==> config.mk <==
export PLATFORM = sky130hd
export DESIGN_NAME = seviyeli_hafiza_istemci_flat
export DESIGN_NICKNAME = d
export VERILOG_FILES = /design/src/rtl/seviyeli_hafiza_pkg.sv /design/src/rtl/seviyeli_hafiza_istemci_if.sv /design/src/rtl/seviyeli_hafiza_istemci.sv /design/src/flat_wrapper.sv
export SDC_FILE = /design/constraint.sdc
export NUM_CORES = 1
export LEC_CHECK = 0
export CAP_MARGIN = 20
export CORE_MARGIN = 2
export CORE_UTILIZATION = 55
export CTS_CLUSTER_SIZE = 12
export DETAILED_ROUTE_END_ITERATION = 8
export DONT_BUFFER_PORTS = 1
export GPL_ROUTABILITY_DRIVEN = 0
export PLACE_DENSITY_LB_ADDON = 0.25
export REMOVE_ABC_BUFFERS = 1
export SYNTH_ARGS = -nofsm -noshare
export SYNTH_HDL_FRONTEND = slang
export SYNTH_SLANG_ARGS = --single-unit
export TNS_END_PERCENT = 30
==> constraint.sdc <==
create_clock -name clk -period 1.88 [get_ports clk]
set_input_delay 0.188 -clock clk [delete_from_list [all_inputs] [get_ports clk]]
set_output_delay 0.188 -clock clk [all_outputs]
set_load 0.01 [all_outputs]
==> src/rtl/seviyeli_hafiza_pkg.sv <==
// Shared definitions for the two-level paged memory initiator.
// Holds the FSM state encoding, default widths, walk geometry, the
// shadow-register reset values and the modulo-4 fault delta helper.
package seviyeli_hafiza_pkg;

    localparam int ADDR_W_DEF = 6;
    localparam int DATA_W_DEF = 8;
    localparam int FCNT_W_DEF = 16;

    // A read walks L1, L2, then the data array: one memory cycle each.
    localparam int WALK_STEPS = 3;
    // Entries per page; the page number is the address above this boundary.
    localparam int PAGE_SIZE  = 8;

    // Shadow reset values equal the memory's power-up contents, so the
    // IDLE rewrite after reset cannot corrupt anything.
    localparam logic [ADDR_W_DEF-1:0] SH_ADRES_RST = '0;
    localparam logic [DATA_W_DEF-1:0] SH_DEGER_RST = '0;

    typedef enum logic [2:0] {
        ST_IDLE    = 3'd0,
        ST_WRITE   = 3'd1,
        ST_WALK_L1 = 3'd2,
        ST_WALK_L2 = 3'd3,
        ST_DATA    = 3'd4,
        ST_RESP    = 3'd5
    } state_e;

    // The memory's fault counter is 2 bits and wraps; the 2-bit subtraction
    // gives the correct per-transaction delta as long as it is below 4.
    function automatic logic [1:0] fault_delta(input logic [1:0] now,
                                               input logic [1:0] base);
        return now - base;
    endfunction

endpackage

==> src/rtl/seviyeli_hafiza_istemci_if.sv <==
// Host request/response channel plus the memory pin bundle.
// slave: the initiator block; master: the host/memory side.
interface seviyeli_hafiza_istemci_if
    import seviyeli_hafiza_pkg::*;
#(
    parameter int ADDR_W = ADDR_W_DEF,
    parameter int DATA_W = DATA_W_DEF
);
    logic              req_valid;
    logic              req_ready;
    logic              req_write;
    logic [ADDR_W-1:0] req_adres;
    logic [DATA_W-1:0] req_deger;

    logic              rsp_valid;
    logic              rsp_ready;
    logic [DATA_W-1:0] rsp_data;
    logic              rsp_write;
    logic [1:0]        rsp_faults;

    logic [ADDR_W-1:0] mem_adres;
    logic              mem_yazoku;
    logic [DATA_W-1:0] mem_deger;
    logic [DATA_W-1:0] mem_sonuc;
    logic [1:0]        mem_hata;

    modport slave (
        input  req_valid, req_write, req_adres, req_deger, rsp_ready,
               mem_sonuc, mem_hata,
        output req_ready, rsp_valid, rsp_data, rsp_write, rsp_faults,
               mem_adres, mem_yazoku, mem_deger
    );

    modport master (
        output req_valid, req_write, req_adres, req_deger, rsp_ready,
               mem_sonuc, mem_hata,
        input  req_ready, rsp_valid, rsp_data, rsp_write, rsp_faults,
               mem_adres, mem_yazoku, mem_deger
    );

endinterface

==> src/rtl/seviyeli_hafiza_istemci.sv <==
// Initiator for the two-level paged memory. Turns host read/write requests
// into the memory's per-cycle pin sequence (write: one cycle; read: L1, L2,
// data walk) and returns read data plus the fault delta of the transaction.
// Optional macro SEVIYELI_HAFIZA_FAULT_STATS_EN enables a saturating
// cumulative fault counter on fault_total; otherwise fault_total is 0.
module seviyeli_hafiza_istemci
    import seviyeli_hafiza_pkg::*;
#(
    parameter int ADDR_W = ADDR_W_DEF,
    parameter int DATA_W = DATA_W_DEF,
    parameter int FCNT_W = FCNT_W_DEF
)(
    input  logic                      clk,
    input  logic                      rst,
    seviyeli_hafiza_istemci_if.slave  bus,
    output logic [FCNT_W-1:0]         fault_total
);

    state_e              state_q,      state_d;
    logic [ADDR_W-1:0]   adres_q,      adres_d;
    logic [DATA_W-1:0]   deger_q,      deger_d;
    logic                write_q,      write_d;
    logic [1:0]          base_q,       base_d;
    logic [ADDR_W-1:0]   sh_adres_q,   sh_adres_d;
    logic [DATA_W-1:0]   sh_deger_q,   sh_deger_d;
    logic [DATA_W-1:0]   rsp_data_q,   rsp_data_d;
    logic [1:0]          rsp_faults_q, rsp_faults_d;

    logic rsp_fire;
    assign rsp_fire = (state_q == ST_RESP) && bus.rsp_ready;

    // Next-state, request/shadow capture and memory pin drive.
    always_comb begin
        // NOTE: every signal written here gets a default first, so no path
        // leaves one unassigned and no latch is inferred.
        state_d      = state_q;
        adres_d      = adres_q;
        deger_d      = deger_q;
        write_d      = write_q;
        base_d       = base_q;
        sh_adres_d   = sh_adres_q;
        sh_deger_d   = sh_deger_q;
        rsp_data_d   = rsp_data_q;
        rsp_faults_d = rsp_faults_q;

        // Idle drive: a rewrite of the last written location, which never
        // advances the memory's walk level.
        bus.req_ready  = 1'b0;
        bus.mem_yazoku = 1'b1;
        bus.mem_adres  = sh_adres_q;
        bus.mem_deger  = sh_deger_q;

        unique case (state_q)
            ST_IDLE: begin
                bus.req_ready = 1'b1;
                if (bus.req_valid) begin
                    adres_d = bus.req_adres;
                    deger_d = bus.req_deger;
                    write_d = bus.req_write;
                    base_d  = bus.mem_hata;
                    state_d = bus.req_write ? ST_WRITE : ST_WALK_L1;
                end
            end
            ST_WRITE: begin
                bus.mem_adres = adres_q;
                bus.mem_deger = deger_q;
                sh_adres_d    = adres_q;
                sh_deger_d    = deger_q;
                rsp_data_d    = '0;
                rsp_faults_d  = 2'd0;
                state_d       = ST_RESP;
            end
            ST_WALK_L1, ST_WALK_L2, ST_DATA: begin
                bus.mem_yazoku = 1'b0;
                bus.mem_adres  = adres_q;
                if (state_q == ST_WALK_L1) begin
                    state_d = ST_WALK_L2;
                end else if (state_q == ST_WALK_L2) begin
                    state_d = ST_DATA;
                end else begin
                    // Both walk faults are already counted by the memory, so
                    // the delta is final here and visible in the first RESP cycle.
                    rsp_data_d   = bus.mem_sonuc;
                    rsp_faults_d = fault_delta(bus.mem_hata, base_q);
                    state_d      = ST_RESP;
                end
            end
            ST_RESP: begin
                if (bus.rsp_ready) begin
                    state_d = ST_IDLE;
                end
            end
            default: begin
                state_d = ST_IDLE;
            end
        endcase
    end

    // State, request, shadow and response registers with synchronous reset.
    always_ff @(posedge clk) begin
        // NOTE: non-blocking assignments keep every flop sampling the
        // pre-edge value, independent of statement order.
        if (rst) begin
            state_q      <= ST_IDLE;
            adres_q      <= '0;
            deger_q      <= '0;
            write_q      <= 1'b0;
            base_q       <= 2'd0;
            // NOTE: the shadow must be reset, not just initialised by the
            // first write, because IDLE drives it onto the memory pins.
            sh_adres_q   <= ADDR_W'(SH_ADRES_RST);
            sh_deger_q   <= DATA_W'(SH_DEGER_RST);
            rsp_data_q   <= '0;
            rsp_faults_q <= 2'd0;
        end else begin
            state_q      <= state_d;
            adres_q      <= adres_d;
            deger_q      <= deger_d;
            write_q      <= write_d;
            base_q       <= base_d;
            sh_adres_q   <= sh_adres_d;
            sh_deger_q   <= sh_deger_d;
            rsp_data_q   <= rsp_data_d;
            rsp_faults_q <= rsp_faults_d;
        end
    end

    assign bus.rsp_valid  = (state_q == ST_RESP);
    assign bus.rsp_data   = rsp_data_q;
    assign bus.rsp_write  = write_q;
    assign bus.rsp_faults = rsp_faults_q;

`ifdef SEVIYELI_HAFIZA_FAULT_STATS_EN
    logic [FCNT_W-1:0] fault_total_q, fault_total_d;
    logic [FCNT_W:0]   fault_sum;

    // Saturating accumulation of per-transaction faults at each handshake.
    always_comb begin
        fault_sum     = {1'b0, fault_total_q} + {{(FCNT_W-1){1'b0}}, rsp_faults_q};
        fault_total_d = fault_total_q;
        if (rsp_fire) begin
            fault_total_d = fault_sum[FCNT_W] ? {FCNT_W{1'b1}} : fault_sum[FCNT_W-1:0];
        end
    end

    // Fault statistic register, cleared by reset.
    always_ff @(posedge clk) begin
        if (rst) begin
            fault_total_q <= '0;
        end else begin
            fault_total_q <= fault_total_d;
        end
    end

    assign fault_total = fault_total_q;
`else
    logic unused_fire;
    assign unused_fire = rsp_fire;
    assign fault_total = '0;
`endif

endmodule

==> src/flat_wrapper.sv <==
// flat-port wrapper written by rule: the top's interface ports become plain ports
module seviyeli_hafiza_istemci_flat import seviyeli_hafiza_pkg::*;
#(
    parameter int ADDR_W = ADDR_W_DEF,
    parameter int DATA_W = DATA_W_DEF,
    parameter int FCNT_W = FCNT_W_DEF
)
  (clk, rst, fault_total, bus_req_valid, bus_req_write, bus_req_adres, bus_req_deger, bus_rsp_ready, bus_mem_sonuc, bus_mem_hata, bus_req_ready, bus_rsp_valid, bus_rsp_data, bus_rsp_write, bus_rsp_faults, bus_mem_adres, bus_mem_yazoku, bus_mem_deger);
  seviyeli_hafiza_istemci_if #(.ADDR_W(ADDR_W), .DATA_W(DATA_W)) bus_i ();
  input  logic clk;
  input  logic rst;
  output logic [FCNT_W-1:0] fault_total;
  input wire logic [$bits(bus_i.req_valid)-1:0] bus_req_valid;
  input wire logic [$bits(bus_i.req_write)-1:0] bus_req_write;
  input wire logic [$bits(bus_i.req_adres)-1:0] bus_req_adres;
  input wire logic [$bits(bus_i.req_deger)-1:0] bus_req_deger;
  input wire logic [$bits(bus_i.rsp_ready)-1:0] bus_rsp_ready;
  input wire logic [$bits(bus_i.mem_sonuc)-1:0] bus_mem_sonuc;
  input wire logic [$bits(bus_i.mem_hata)-1:0] bus_mem_hata;
  output wire logic [$bits(bus_i.req_ready)-1:0] bus_req_ready;
  output wire logic [$bits(bus_i.rsp_valid)-1:0] bus_rsp_valid;
  output wire logic [$bits(bus_i.rsp_data)-1:0] bus_rsp_data;
  output wire logic [$bits(bus_i.rsp_write)-1:0] bus_rsp_write;
  output wire logic [$bits(bus_i.rsp_faults)-1:0] bus_rsp_faults;
  output wire logic [$bits(bus_i.mem_adres)-1:0] bus_mem_adres;
  output wire logic [$bits(bus_i.mem_yazoku)-1:0] bus_mem_yazoku;
  output wire logic [$bits(bus_i.mem_deger)-1:0] bus_mem_deger;
  assign bus_i.req_valid = bus_req_valid;
  assign bus_i.req_write = bus_req_write;
  assign bus_i.req_adres = bus_req_adres;
  assign bus_i.req_deger = bus_req_deger;
  assign bus_i.rsp_ready = bus_rsp_ready;
  assign bus_i.mem_sonuc = bus_mem_sonuc;
  assign bus_i.mem_hata = bus_mem_hata;
  assign bus_req_ready = bus_i.req_ready;
  assign bus_rsp_valid = bus_i.rsp_valid;
  assign bus_rsp_data = bus_i.rsp_data;
  assign bus_rsp_write = bus_i.rsp_write;
  assign bus_rsp_faults = bus_i.rsp_faults;
  assign bus_mem_adres = bus_i.mem_adres;
  assign bus_mem_yazoku = bus_i.mem_yazoku;
  assign bus_mem_deger = bus_i.mem_deger;
  seviyeli_hafiza_istemci #(.ADDR_W(ADDR_W), .DATA_W(DATA_W), .FCNT_W(FCNT_W)) u_core (.clk(clk), .rst(rst), .bus(bus_i), .fault_total(fault_total));
endmodule
After elaboration in Yosys (flattened, before gate mapping)
Cells that the tools add are included.
{ "op_classes": {"n_addsub": 1, "n_eq_ne": 9, "muxes": 16, "n_reduce_logical": 7} }
{ "ops": {"columns": ["operator", "n"], "rows": [
  ["$mux 8", 3],
  ["$pmux 8 s2", 1],
  ["$pmux 3 s4", 1],
  ["$mux 3", 3],
  ["$ne 2x2->1 const B", 4],
  ["$eq 3x2->1 const B", 2],
  ["$eq 3x3->1 const B", 2],
  ["$mux 2", 3],
  ["$mux 6", 1],
  ["$pmux 2 s2", 1],
  ["$reduce_and 2->1", 2],
  ["$reduce_or 4->1", 1],
  ["$eq 3x1->1 const B", 1],
  ["$logic_not 3->1", 1],
  ["$mux 1", 3],
  ["$reduce_and 3->1", 1],
  ["$reduce_or 3->1", 1],
  ["$reduce_bool 2->1", 1],
  ["$sub 2x2->2", 1]
]} }
{ "totals": {"register_bits": 44, "wordCells": 42} }

Depth between registers and ports, before layout
{ "logic_depth": {"ltp_word": 4, "mapped_depth": 5, "depth_no_buf": 5} }

Least setup slack after synthesis
Ideal clock, no wire load.
{ "synth_timing": {"path_type": "register -> register", "from": "reg u_core.state_q[2]", "to": "reg u_core.sh_deger_q[5]", "setup_ps": 128, "arrival_time_ps": 1352, "required_time_ps": 1752, "path_slack_ps": 400, "stages_incl_launch_ff": 5, "path_buffers": 1, "synth_period_minus_slack_ps": 1480, "path_cell_list": "dfxtp_1 -> nor3b_4 -> buf_6 -> mux2_1 -> nor2b_1"} }
{ "synth_between": {"elab_chain_len": 2} }
{ "synth_lines": {"columns": ["item", "line", "text"], "rows": [
  ["from (decl)", "seviyeli_hafiza_istemci.sv:19", "state_e state_q, state_d;"],
  ["from (signal assigned)", "seviyeli_hafiza_istemci.sv:116", "state_q <= state_d;"],
  ["$eq 3x1->1", null, null],
  ["$mux 8", null, null],
  ["named net bus_mem_deger[5]", "flat_wrapper.sv:27", "output wire logic [$bits(bus_i.mem_deger)-1:0] bus_mem_deger;"],
  ["to (signal assigned)", "seviyeli_hafiza_istemci.sv:112", "sh_deger_q <= DATA_W'(SH_DEGER_RST);"],
  ["to (signal assigned)", "seviyeli_hafiza_istemci.sv:122", "sh_deger_q <= sh_deger_d;"],
  ["to (decl)", "seviyeli_hafiza_istemci.sv:25", "logic [DATA_W-1:0] sh_deger_q, sh_deger_d;"]
]} }
The timed path passes the listed nets, and every way through them passes these cells.
A chain may end at the register's enable or synchronous reset.

Worst setup path after layout
{ "layout_timing": {"from": "reg u_core.state_q[1]", "to": "out bus_mem_adres[3]"} }
{ "layout_between": {"elab_chain_len": 3} }
{ "layout_lines": {"columns": ["item", "line", "text"], "rows": [
  ["$eq 3x1->1, or another cell as far along", "seviyeli_hafiza_istemci.sv:53", "unique case (state_q)"],
  ["$reduce_or 4->1 (no source line) (*)", null, null],
  ["$mux 6 (*)", "seviyeli_hafiza_istemci.sv:53", null],
  ["to (decl)", "flat_wrapper.sv:25", "output wire logic [$bits(bus_i.mem_adres)-1:0] bus_mem_adres;"]
]} }
Every way passes the cells marked *; elsewhere a longest branch is shown, timed or not.

==> out/qor.csv <==
stage,metric,value,unit
yosys,Yosys reg bits,44,
floorplan,chip height,65.3,um
yosys,top post-synthesis cells by count,"44 x dfxtp_1, 44 x nand2_1, 27 x a21oi_1, 19 x buf_4, 13 x mux2_2",
power_and_ir_drop,power per cell area,993,nW/um2
floorplan,I/O pin count,73,
route,DRT Pass-1 Iters,4,
yosys,post-synth top area share,42.6,%
yosys,largest family of logic cells by synthesized area,simple AND/OR/NAND/NOR gates,
placed_design,dpl hpwl,2.49,mm
route,routed wire length,3.69,mm
floorplan,Die Wd,65.3,um
floorplan,full die area,4270,um2
timing,final worst slack,0.113,ns
clocking,clk sinks,44,
final_layout,Non-Filler Instances,284,
critical_path,WS Path Type,reg2out,
yosys,asr flop ratio synth,0,%
power_and_ir_drop,total power draw,2.16,mW
power_and_ir_drop,worst ir drop on vdd,0.000496,V
clocking,Root Driver,clkbuf_8,
timing,clock skew,0.00404,ns
placed_design,IO buf count,0,
global_route,number of antenna violations at the first check in global routing,0,
yosys,post-synthesis adder-cell area fraction,0.605,%
yosys,cell accounting for the most synthesized area,dfxtp_1,
timing,Max Freq,566,MHz
critical_path,arrival time worst endpoint,1.58,ns
route,Residual DRC,0,
critical_path,"Req. time, crit path",1.69,ns
clocking,Skew-Pair Late Insertion Delay,0.29,ns
outcome,status,completed,
timing,period utilization,94.0,%
clocking,Max H-tree Level,2,
clocking,cts bufs inserted,5,
placed_design,Placed Cells,273,
final_layout,share of layout cells above drive strength 1,14.8,%
yosys,register area share after synthesis,42.6,%
yosys,Syn Inst Count,233,
yosys,XOR/XNOR share of the synthesized area,1.63,%
yosys,"Primary FF master, synth",dfxtp_1,
timing,max-slew violations,0,
route,Antenna Violating Nets Remaining,0,
timing,post-layout min period,1.77,ns
global_route,first-pass GRT wire length,6.04,mm
floorplan,core area,3630,um2
route,routed via count,1451,
timing,count of final setup violators,0,
placed_design,placed inst area,2040,um2
final_layout,Inserted Diodes,0,
worst_hold_path,Hold Path Class,in2reg,
yosys,Simple-Gate Fraction of Synth Area,22.2,%
yosys,mux cell area share after synthesis,11.0,%
clocking,Post-CTS Resized,0,
yosys,Post-synth EDFFs,0,
route,via/cell ratio,5.11,
yosys,Synth warnings,0,
floorplan,Initial Util,56.9,%
power_and_ir_drop,Leakage,0.874,nW
floorplan,cell row count,22,
final_layout,area grow syn2layout,5.44,%
critical_path,crit path launch type,flip-flop,
yosys,dominant cells by area after synthesis,"dfxtp_1 43%, nand2_1 8.0%, mux2_2 7.1%",
global_route,global route total overflow,0,
critical_path,crit path capture type,primary output,
yosys,Mapped Area,2070,um2
placed_design,pre-CTS setup slack,0.365,ns
global_route,GRT Total Usage,18.2,%
clocking,CTS tree,done,
critical_path,CP Max Fanout,6,
clocking,Clock transition at path regs,0.08,ns
flow_run,max cap viols,0,
timing,Fin Hold WS,0.0258,ns
final_layout,nets,265,
timing,final hold viol count,0,
route,DRT iter0 DRCs,67,
yosys,Synth Area per Inst,8.88,um2
global_route,vias in the first global route,1280,
timing,RSZ-0062 raised after global routing,false,
yosys,Synth Area in Compound Gates,10.9,%
final_layout,Post-Layout Inst Area,2180,um2
clocking,Longest Clk Path Bufs,2,
global_route,pin count of the biggest net entering global routing,42,
yosys,distinct cell type count after synthesis,32,
route,WL per Instance,13.0,um
## critical path: stages, from the launching register on
cell and delay (ns):
dfxtp_1 0.37, nor2_1 0.23, xnor2_2 0.14, buf_4 0.17
mux2_2 0.37
## sequential cells by signal (all words and copies together), names as in the netlist
signal                 cells
u_core.bus.rsp_faults      2
u_core.base_q              2
u_core.deger_q             8
u_core.sh_deger_q          8
u_core.bus.rsp_data        8
u_core.bus.rsp_write       1
u_core.adres_q             6
u_core.state_q             3
u_core.sh_adres_q          6
## metrics by stage
step	TNS, ns	utilization, %
6_report	0	60.0
4_1_cts	0	59.8
2_1_floorplan	-2.71	-
5_1_grt	0	60.0
3_3_place_gp	0	56.0
3_5_place_dp	0	56.0
## cell families (layout without fill, tap and decap cells)
family | Yosys count | in the layout
other | 1 | 16
and+or+nand+nor | 87 | 87
muxes | 21 | 21
adders and majority gates | 1 | 1
buffers and inverters | 34 | 22
DFF | 44 | 44
AOI/OAI and AO/OA | 42 | 42
xor gates and xnor gates | 3 | 3
## cells in the final DEF, fill, tap and decap left out
cell	synthesis	layout
a21o_1	2	2
a21oi_1	27	27
a221oi_1	1	1
and2_1	10	10
and3b_1	1	1
buf_12	0	1
buf_4	19	10
bufinv_16	0	1
clkbuf_1	7	1
clkbuf_8	0	5
clkinv_2	0	1
conb_1	1	16
dfxtp_1	44	44
dlygate4sd3_1	0	1
ha_1	1	1
inv_1	2	2
mux2_1	1	1
mux2_2	13	13
mux2i_1	7	7
nand2_1	44	44
nor2_1	9	9
nor2b_1	8	8
nor3_1	2	2
nor3b_1	8	8
nor3b_4	1	1
nor4_1	1	1
nor4b_4	1	1
o21ai_0	10	10
o21bai_2	1	1
o22ai_1	1	1
or4b_1	2	2
xnor2_1	1	1
xnor2_2	1	1
xor2_1	1	1
## per-layer routing
| metal | vias up | GRT usage, % | share of wire [%] |
|---|---|---|---|
| li1 | 747 | - | - |
| met1 | 655 | 23.3 | 44 |
| met2 | 42 | 27.8 | 47 |
| met3 | 7 | 6.34 | 7.6 |
| met4 | 0 | 7.55 | 1.5 |
| met5 | - | 0 | 0 |
## final timing paths
| kind | slack (ns) | start | endpoint | cells after the start |
|---|---|---|---|---|
| setup reg to reg | 0.37 | u_core.state_q[2] | u_core.sh_deger_q[5] | 4 |
| hold reg to reg | 0.45 | u_core.deger_q[0] | u_core.deger_q[0] | 2 |
| setup / recovery | 0.11 | u_core.state_q[1] | bus_mem_adres[3] | 4 |
| hold / removal | 0.03 | bus_mem_hata[1] | u_core.base_q[1] | 2 |
## repair_timing
action	CTS	global route
setup buffers	0	1
endpoints found under the hold margin	41	0
hold buffers	2	0
setup endpoints to repair	0	6
## cell type report
class,instances,area (um2)
fill,345,1450
multi-input combinational,170,1020
sequential,44,881
timing repair buffer,12,105
clock buffer,6,72.6
tap,48,60.1
clock inverter,2,35.0
inverter,2,7.51
## report_power, final
part / internal, mW / leakage (nW) / switching [mW]
Combinational: 0.185 / 0.461 / 0.241
Sequential: 0.995 / 0.358 / 0.0557
Clock: 0.394 / 0.0552 / 0.294
No activity file was read; power rests on OpenSTA's default activity.
